--- src/rtl/beta_pkg.sv ---
// rtl/beta_pkg.sv - shared widths, zero-register constant and write-back entry type
package beta_pkg;

  localparam int ADR_W  = 5;
  localparam int DATA_W = 32;
  localparam logic [ADR_W-1:0] ZERO_REG = 5'd31;

  typedef struct packed {
    logic              valid;
    logic [ADR_W-1:0]  adr;
    logic [DATA_W-1:0] data;
  } wb_entry_t;

endpackage

--- src/rtl/wb_queue.sv ---
// rtl/wb_queue.sv - in-order load-return FIFO with address-match invalidate and match vectors
module wb_queue
  import beta_pkg::*;
#(
  parameter int DEPTH = 4
) (
  input  logic                  clk,
  input  logic                  rst_n,
  input  logic                  push_i,
  input  wb_entry_t             push_entry_i,
  input  logic                  pop_i,
  input  logic                  inv_en_i,
  input  logic [ADR_W-1:0]      inv_adr_i,
  input  logic [ADR_W-1:0]      rd_adr1_i,
  input  logic [ADR_W-1:0]      rd_adr2_i,
  output wb_entry_t             head_o,
  output logic                  full_o,
  output logic                  empty_o,
  output logic [DEPTH-1:0]      match1_o,
  output logic [DEPTH-1:0]      match2_o
);

  localparam int PW = $clog2(DEPTH);
  localparam int CW = $clog2(DEPTH + 1);

  wb_entry_t         mem_q [DEPTH];
  logic [PW-1:0]     wr_ptr_q;
  logic [PW-1:0]     rd_ptr_q;
  logic [CW-1:0]     count_q;
  logic              do_push;
  logic              do_pop;
  logic              push_stale;

  assign full_o     = (count_q == CW'(DEPTH));
  assign empty_o    = (count_q == '0);
  assign do_push    = push_i & ~full_o;
  assign do_pop     = pop_i & ~empty_o;
  // A same-cycle ALU write to the same register is younger than this load.
  assign push_stale = inv_en_i && (push_entry_i.adr == inv_adr_i);
  assign head_o     = mem_q[rd_ptr_q];

  // Storage, pointers and count; popped slots drop their valid bit so matches only see live entries.
  always_ff @(posedge clk or negedge rst_n) begin
    if (!rst_n) begin
      wr_ptr_q <= '0;
      rd_ptr_q <= '0;
      count_q  <= '0;
      for (int i = 0; i < DEPTH; i++) mem_q[i] <= '0;
    end else begin
      for (int i = 0; i < DEPTH; i++) begin
        if (inv_en_i && (mem_q[i].adr == inv_adr_i)) mem_q[i].valid <= 1'b0;
      end
      if (do_pop) begin
        mem_q[rd_ptr_q].valid <= 1'b0;
        rd_ptr_q              <= rd_ptr_q + PW'(1);
      end
      if (do_push) begin
        mem_q[wr_ptr_q].valid <= push_entry_i.valid & ~push_stale;
        mem_q[wr_ptr_q].adr   <= push_entry_i.adr;
        mem_q[wr_ptr_q].data  <= push_entry_i.data;
        wr_ptr_q              <= wr_ptr_q + PW'(1);
      end
      if (do_push && !do_pop)      count_q <= count_q + CW'(1);
      else if (!do_push && do_pop) count_q <= count_q - CW'(1);
    end
  end

  // Per-entry pending-write matches against the two decode read addresses.
  always_comb begin
    match1_o = '0;
    match2_o = '0;
    for (int i = 0; i < DEPTH; i++) begin
      match1_o[i] = mem_q[i].valid && (mem_q[i].adr == rd_adr1_i);
      match2_o[i] = mem_q[i].valid && (mem_q[i].adr == rd_adr2_i);
    end
  end

endmodule

--- src/rtl/regfile_writeback.sv ---
// rtl/regfile_writeback.sv - merges ALU results and queued load returns onto the register-file write port; optional WB_BYPASS_EN forwarding
module regfile_writeback
  import beta_pkg::*;
#(
  parameter int MAdr  = 5,
  parameter int Mdata = 32,
  parameter int DEPTH = 4
) (
  input  logic             clk,
  input  logic             rst_n,
  input  logic             alu_valid,
  input  logic [MAdr-1:0]  alu_adr,
  input  logic [Mdata-1:0] alu_data,
  input  logic             ld_valid,
  output logic             ld_ready,
  input  logic [MAdr-1:0]  ld_adr,
  input  logic [Mdata-1:0] ld_data,
  output logic             wrtEnable,
  output logic [MAdr-1:0]  wrtAdr,
  output logic [Mdata-1:0] wrtData,
  input  logic [MAdr-1:0]  rdAdr1,
  input  logic [MAdr-1:0]  rdAdr2,
`ifdef WB_BYPASS_EN
  output logic [Mdata-1:0] fwd1_data,
  output logic [Mdata-1:0] fwd2_data,
`endif
  output logic             busy1,
  output logic             busy2
);

  logic             wrt_en_q,   wrt_en_d;
  logic [MAdr-1:0]  wrt_adr_q,  wrt_adr_d;
  logic [Mdata-1:0] wrt_data_q, wrt_data_d;

  logic             alu_wr;
  logic             q_pop;
  logic             q_push;
  logic             q_full;
  logic             q_empty;
  wb_entry_t        q_head;
  wb_entry_t        q_push_entry;
  logic [DEPTH-1:0] q_match1;
  logic [DEPTH-1:0] q_match2;
  logic             out_hit1;
  logic             out_hit2;

  assign alu_wr       = alu_valid && (alu_adr != ZERO_REG);
  assign ld_ready     = ~q_full;
  assign q_push       = ld_valid && ld_ready && (ld_adr != ZERO_REG);
  assign q_pop        = ~alu_wr & ~q_empty;
  assign q_push_entry = '{valid: 1'b1, adr: ld_adr, data: ld_data};

  wb_queue #(.DEPTH(DEPTH)) u_queue (
    .clk          (clk),
    .rst_n        (rst_n),
    .push_i       (q_push),
    .push_entry_i (q_push_entry),
    .pop_i        (q_pop),
    .inv_en_i     (alu_wr),
    .inv_adr_i    (alu_adr),
    .rd_adr1_i    (rdAdr1),
    .rd_adr2_i    (rdAdr2),
    .head_o       (q_head),
    .full_o       (q_full),
    .empty_o      (q_empty),
    .match1_o     (q_match1),
    .match2_o     (q_match2)
  );

  // Write select: ALU first, else the queue head (an invalidated head pops silently).
  always_comb begin
    wrt_en_d   = 1'b0;
    wrt_adr_d  = wrt_adr_q;
    wrt_data_d = wrt_data_q;
    if (alu_wr) begin
      wrt_en_d   = 1'b1;
      wrt_adr_d  = alu_adr;
      wrt_data_d = alu_data;
    end else if (q_pop && q_head.valid) begin
      wrt_en_d   = 1'b1;
      wrt_adr_d  = q_head.adr;
      wrt_data_d = q_head.data;
    end
  end

  // Registered write port.
  always_ff @(posedge clk or negedge rst_n) begin
    if (!rst_n) begin
      wrt_en_q   <= 1'b0;
      wrt_adr_q  <= '0;
      wrt_data_q <= '0;
    end else begin
      wrt_en_q   <= wrt_en_d;
      wrt_adr_q  <= wrt_adr_d;
      wrt_data_q <= wrt_data_d;
    end
  end

  assign wrtEnable = wrt_en_q;
  assign wrtAdr    = wrt_adr_q;
  assign wrtData   = wrt_data_q;

  assign out_hit1 = wrt_en_q && (wrt_adr_q == rdAdr1);
  assign out_hit2 = wrt_en_q && (wrt_adr_q == rdAdr2);

`ifdef WB_BYPASS_EN
  // The output-stage value is forwarded, so only queued writes stall decode.
  assign busy1     = (rdAdr1 != ZERO_REG) && (|q_match1);
  assign busy2     = (rdAdr2 != ZERO_REG) && (|q_match2);
  assign fwd1_data = out_hit1 ? wrt_data_q : '0;
  assign fwd2_data = out_hit2 ? wrt_data_q : '0;
`else
  assign busy1 = (rdAdr1 != ZERO_REG) && (out_hit1 || (|q_match1));
  assign busy2 = (rdAdr2 != ZERO_REG) && (out_hit2 || (|q_match2));
`endif

endmodule

--- config.mk ---
export PLATFORM = sky130hd
export DESIGN_NAME = regfile_writeback
export DESIGN_NICKNAME = d
export VERILOG_FILES = /design/src/rtl/beta_pkg.sv /design/src/rtl/wb_queue.sv /design/src/rtl/regfile_writeback.sv
export SDC_FILE = /design/constraint.sdc
export NUM_CORES = 1
export LEC_CHECK = 0
export CORE_MARGIN = 2
export CORE_UTILIZATION = 25
export DETAILED_ROUTE_END_ITERATION = 7
export MAX_ROUTING_LAYER = met4
export SLEW_MARGIN = 15
export SYNTH_ARGS = -nofsm -noshare
export SYNTH_HDL_FRONTEND = slang
export SYNTH_SLANG_ARGS = --single-unit
--- constraint.sdc ---
create_clock -name clk -period 4.3 [get_ports clk]
set_input_delay 0.645 -clock clk [delete_from_list [all_inputs] [get_ports clk]]
set_output_delay 0.645 -clock clk [all_outputs]
set_load 0.05 [all_outputs]
==> impl_metrics.tcl <==
set metrics [dict create \
    power.density_mw_per_mm2 792 \
    fin_skew_ps 9.99 \
    dieArea_mm2 0.0407 \
    ys.flop_type "dfrtp_1" \
    intPower_mw 5.83 \
    switching_share_pct 38.6 \
    dr.pass1.iters 4 \
    core_mm2 0.0386 \
    max_slew_margin_pct 37.8 \
    finalHoldViolations 0 \
    wire_per_inst_um 18.0 \
    rr_worst_depth 4 \
    fin_tns_setup_ps 0 \
    drc_errors 0 \
    dp_hpwl_mm 15.1 \
    worst_slew_pin_slew_ps 933 \
    synth_edf_count 0 \
    clock_sinks 197 \
    worst_slack_ps 716 \
    status "finished, final reports clean" \
    placed_cells 1312 \
    drive_gt1_share_pct 27.8 \
    vdd_drop_max_v 0.000348 \
    grt_max_degree 98 \
    initial_core_util_pct 25.3 \
    cts_max_level 4 \
    ys_seq_area_share_pct 50.4 \
    comb_power_share_pct 46.2 \
    fin_crit_ps 3580 \
    async_reset_ff_share_pct 100 \
    synth-seq-cells 197 \
    synth_cells 713 \
    postCtsHoldBufs 0 \
    share_seq_of_total_power_pct 37.3 \
    grt_pass1_vias 6490 \
    layout.nets 911 \
    ant_nets 0 \
    vias 6069 \
    fp.dieW_um 202 \
    placed_area_mm2 0.0114 \
    area_growth_syn_to_layout_pct 22.9 \
    finalSetupViolations 0 \
    drt-vias-per-instance 4.52 \
    p_clk_share_pct 16.5 \
    final_area_mm2 0.0120 \
    maxCapViolCount 0 \
    total_power_mw 9.51 \
    grt_pass1_wl_mm 38.5 \
    fin_util_pct 31.1 \
    grt_usage_pct 12.7 \
    synth_top_area_cell "dfrtp_1" \
    synth.cell_area_mm2 0.00977 \
    crit_arrival_ps 2940 \
    crit_required_ps 3650 \
    post_cts_buffers 0 \
    path_clk_slew_ps 70 \
    synth.most_common_cell "dfrtp_1" \
    yosysUniqueCellTypes 30 \
    fmax_mhz 279 \
    routabilityCongestion 0.826 \
    cts-root-buf "clkbuf_16" \
    end_kind "primary output" \
    instances_no_fill 1344 \
    leakage_nw 4.98 \
    ioPinCount 129 \
    gr-total-overflow 0 \
    wl_mm 24.1 \
    worstSetupPathType "in2out" \
    synth_top_area_share_pct 50.4 \
    drv_slew 0 \
    p_switching_mw 3.67 \
    worstPathMaxFanout 6 \
    syn_area_per_cell_um2 13.7 \
    ctsResizeCount 0 \
    numCtsBuffers 17 \
    dieHeight_um 202 \
    num_rows 72 \
    ys_top_cells_by_area "dfrtp_1 50%, mux2_2 17%, mux4_2 8.8%" \
    cp-start-kind "primary input" \
    numPortBuffers 128 \
    diodes 0 \
    syn-num-nets 811 \
    yosysWarnings 0 \
    netlist_top_cells_count "197 x dfrtp_1, 145 x mux2_2, 52 x xor2_1" \
    cts_tree "done" \
    fill_cells 3886 \
    antenna_found_initial 0 \
    dp_slack_ps 700 \
    clock_latency_ps 450 \
    grt_setup_unrepaired "no" \
    hold_path.class "in2async" \
    finalCritPeriodShare_pct 83.4 \
    whs_ps 281 \
    clockBufferDepth 2 \
    drt_iter0_drc 232 \
]
## area by class of cell
class                      count  area, µm²  area share (%)
clock buffer                  18        429            3.57
clock inverter                14        135            1.13
inverter                       5       18.8           0.156
multi-input combinational    457       4490            37.4
sequential                   197       4930            41.1
tap                          518        648            5.40
timing repair buffer         135       1350            11.2
## layout by cell type, fill, tap and decap left out, types with 3 or more instances in the layout
master / n
mux2i_1: 37
ha_1: 9
inv_8: 5
clkinv_4: 3
clkbuf_16: 17
nor4_1: 11
nand4_1: 4
nor2_1: 38
nand2_1: 7
o21ai_0: 5
a21oi_1: 37
nand3_1: 23
or4_1: 4
xnor2_1: 28
clkdlybuf4s50_1: 127
inv_6: 3
buf_4: 6
mux4_2: 38
mux2_2: 145
inv_1: 5
dfrtp_1: 195
mux2_1: 5
nand2_4: 4
xor2_1: 52
## power groups by stage
stage | logic (mW) | clock network (mW) | registers (mW)
floorplan | 2.90 | 0 | 3.91
global placement | 4.41 | 0 | 3.55
detailed placement | 4.48 | 0 | 3.59
CTS | 4.49 | 1.64 | 3.55
global route | 4.76 | 1.71 | 3.68
finish | 4.40 | 1.56 | 3.55
## state kept, by name (all words and copies together) (netlist names)
| name | flops |
|---|---|
| u_queue.count_q | 3 |
| u_queue.mem_q | 152 |
| u_queue.rd_ptr_q | 2 |
| u_queue.wr_ptr_q | 2 |
| wrtAdr | 5 |
| wrtData | 32 |
| wrtEnable | 1 |
## routing by layer
metal / track usage [%] / vias to the layer above / routed length, µm
met5: - / - / 0
met1: 16.7 / 3186 / 11600
li1: - / 2753 / -
met2: 19.9 / 106 / 11500
met4: 3.41 / 0 / 327
met3: 2.69 / 24 / 699
## critical path, stage by stage
cell	delay [ps]
clkdlybuf4s50_1	580
xor2_1	230
nor4_1	290
nand3_1	120
nand3_1	90
a2bb2oi_1	150
clkdlybuf4s50_1	820
## cell families after synthesis
group,Yosys count,share of synthesized area [%]
and+or+nand+nor,96,5.01
buffers and inverters,59,3.73
muxes,225,29.8
DFF,197,50.4
adders and majority gates,10,1.36
AOI/OAI and AO/OA,46,2.48
xor gates and xnor gates,80,7.17
## worst paths after layout
| check | start | endpoint | slack, ps |
|---|---|---|---|
| max | rdAdr1[3] | busy1 | 720 |
| min reg2reg | u_queue.mem_q[137] | u_queue.mem_q[137] | 490 |
| min | rst_n | u_queue.mem_q[9] | 280 |
| max reg2reg | u_queue.count_q[0] | u_queue.mem_q[141] | 1920 |
| min in group clk | u_queue.mem_q[137] | u_queue.mem_q[137] | 490 |
| max in group asynchronous | rst_n | u_queue.mem_q[0] | 3100 |
No activity file was read; power rests on OpenSTA's default activity.
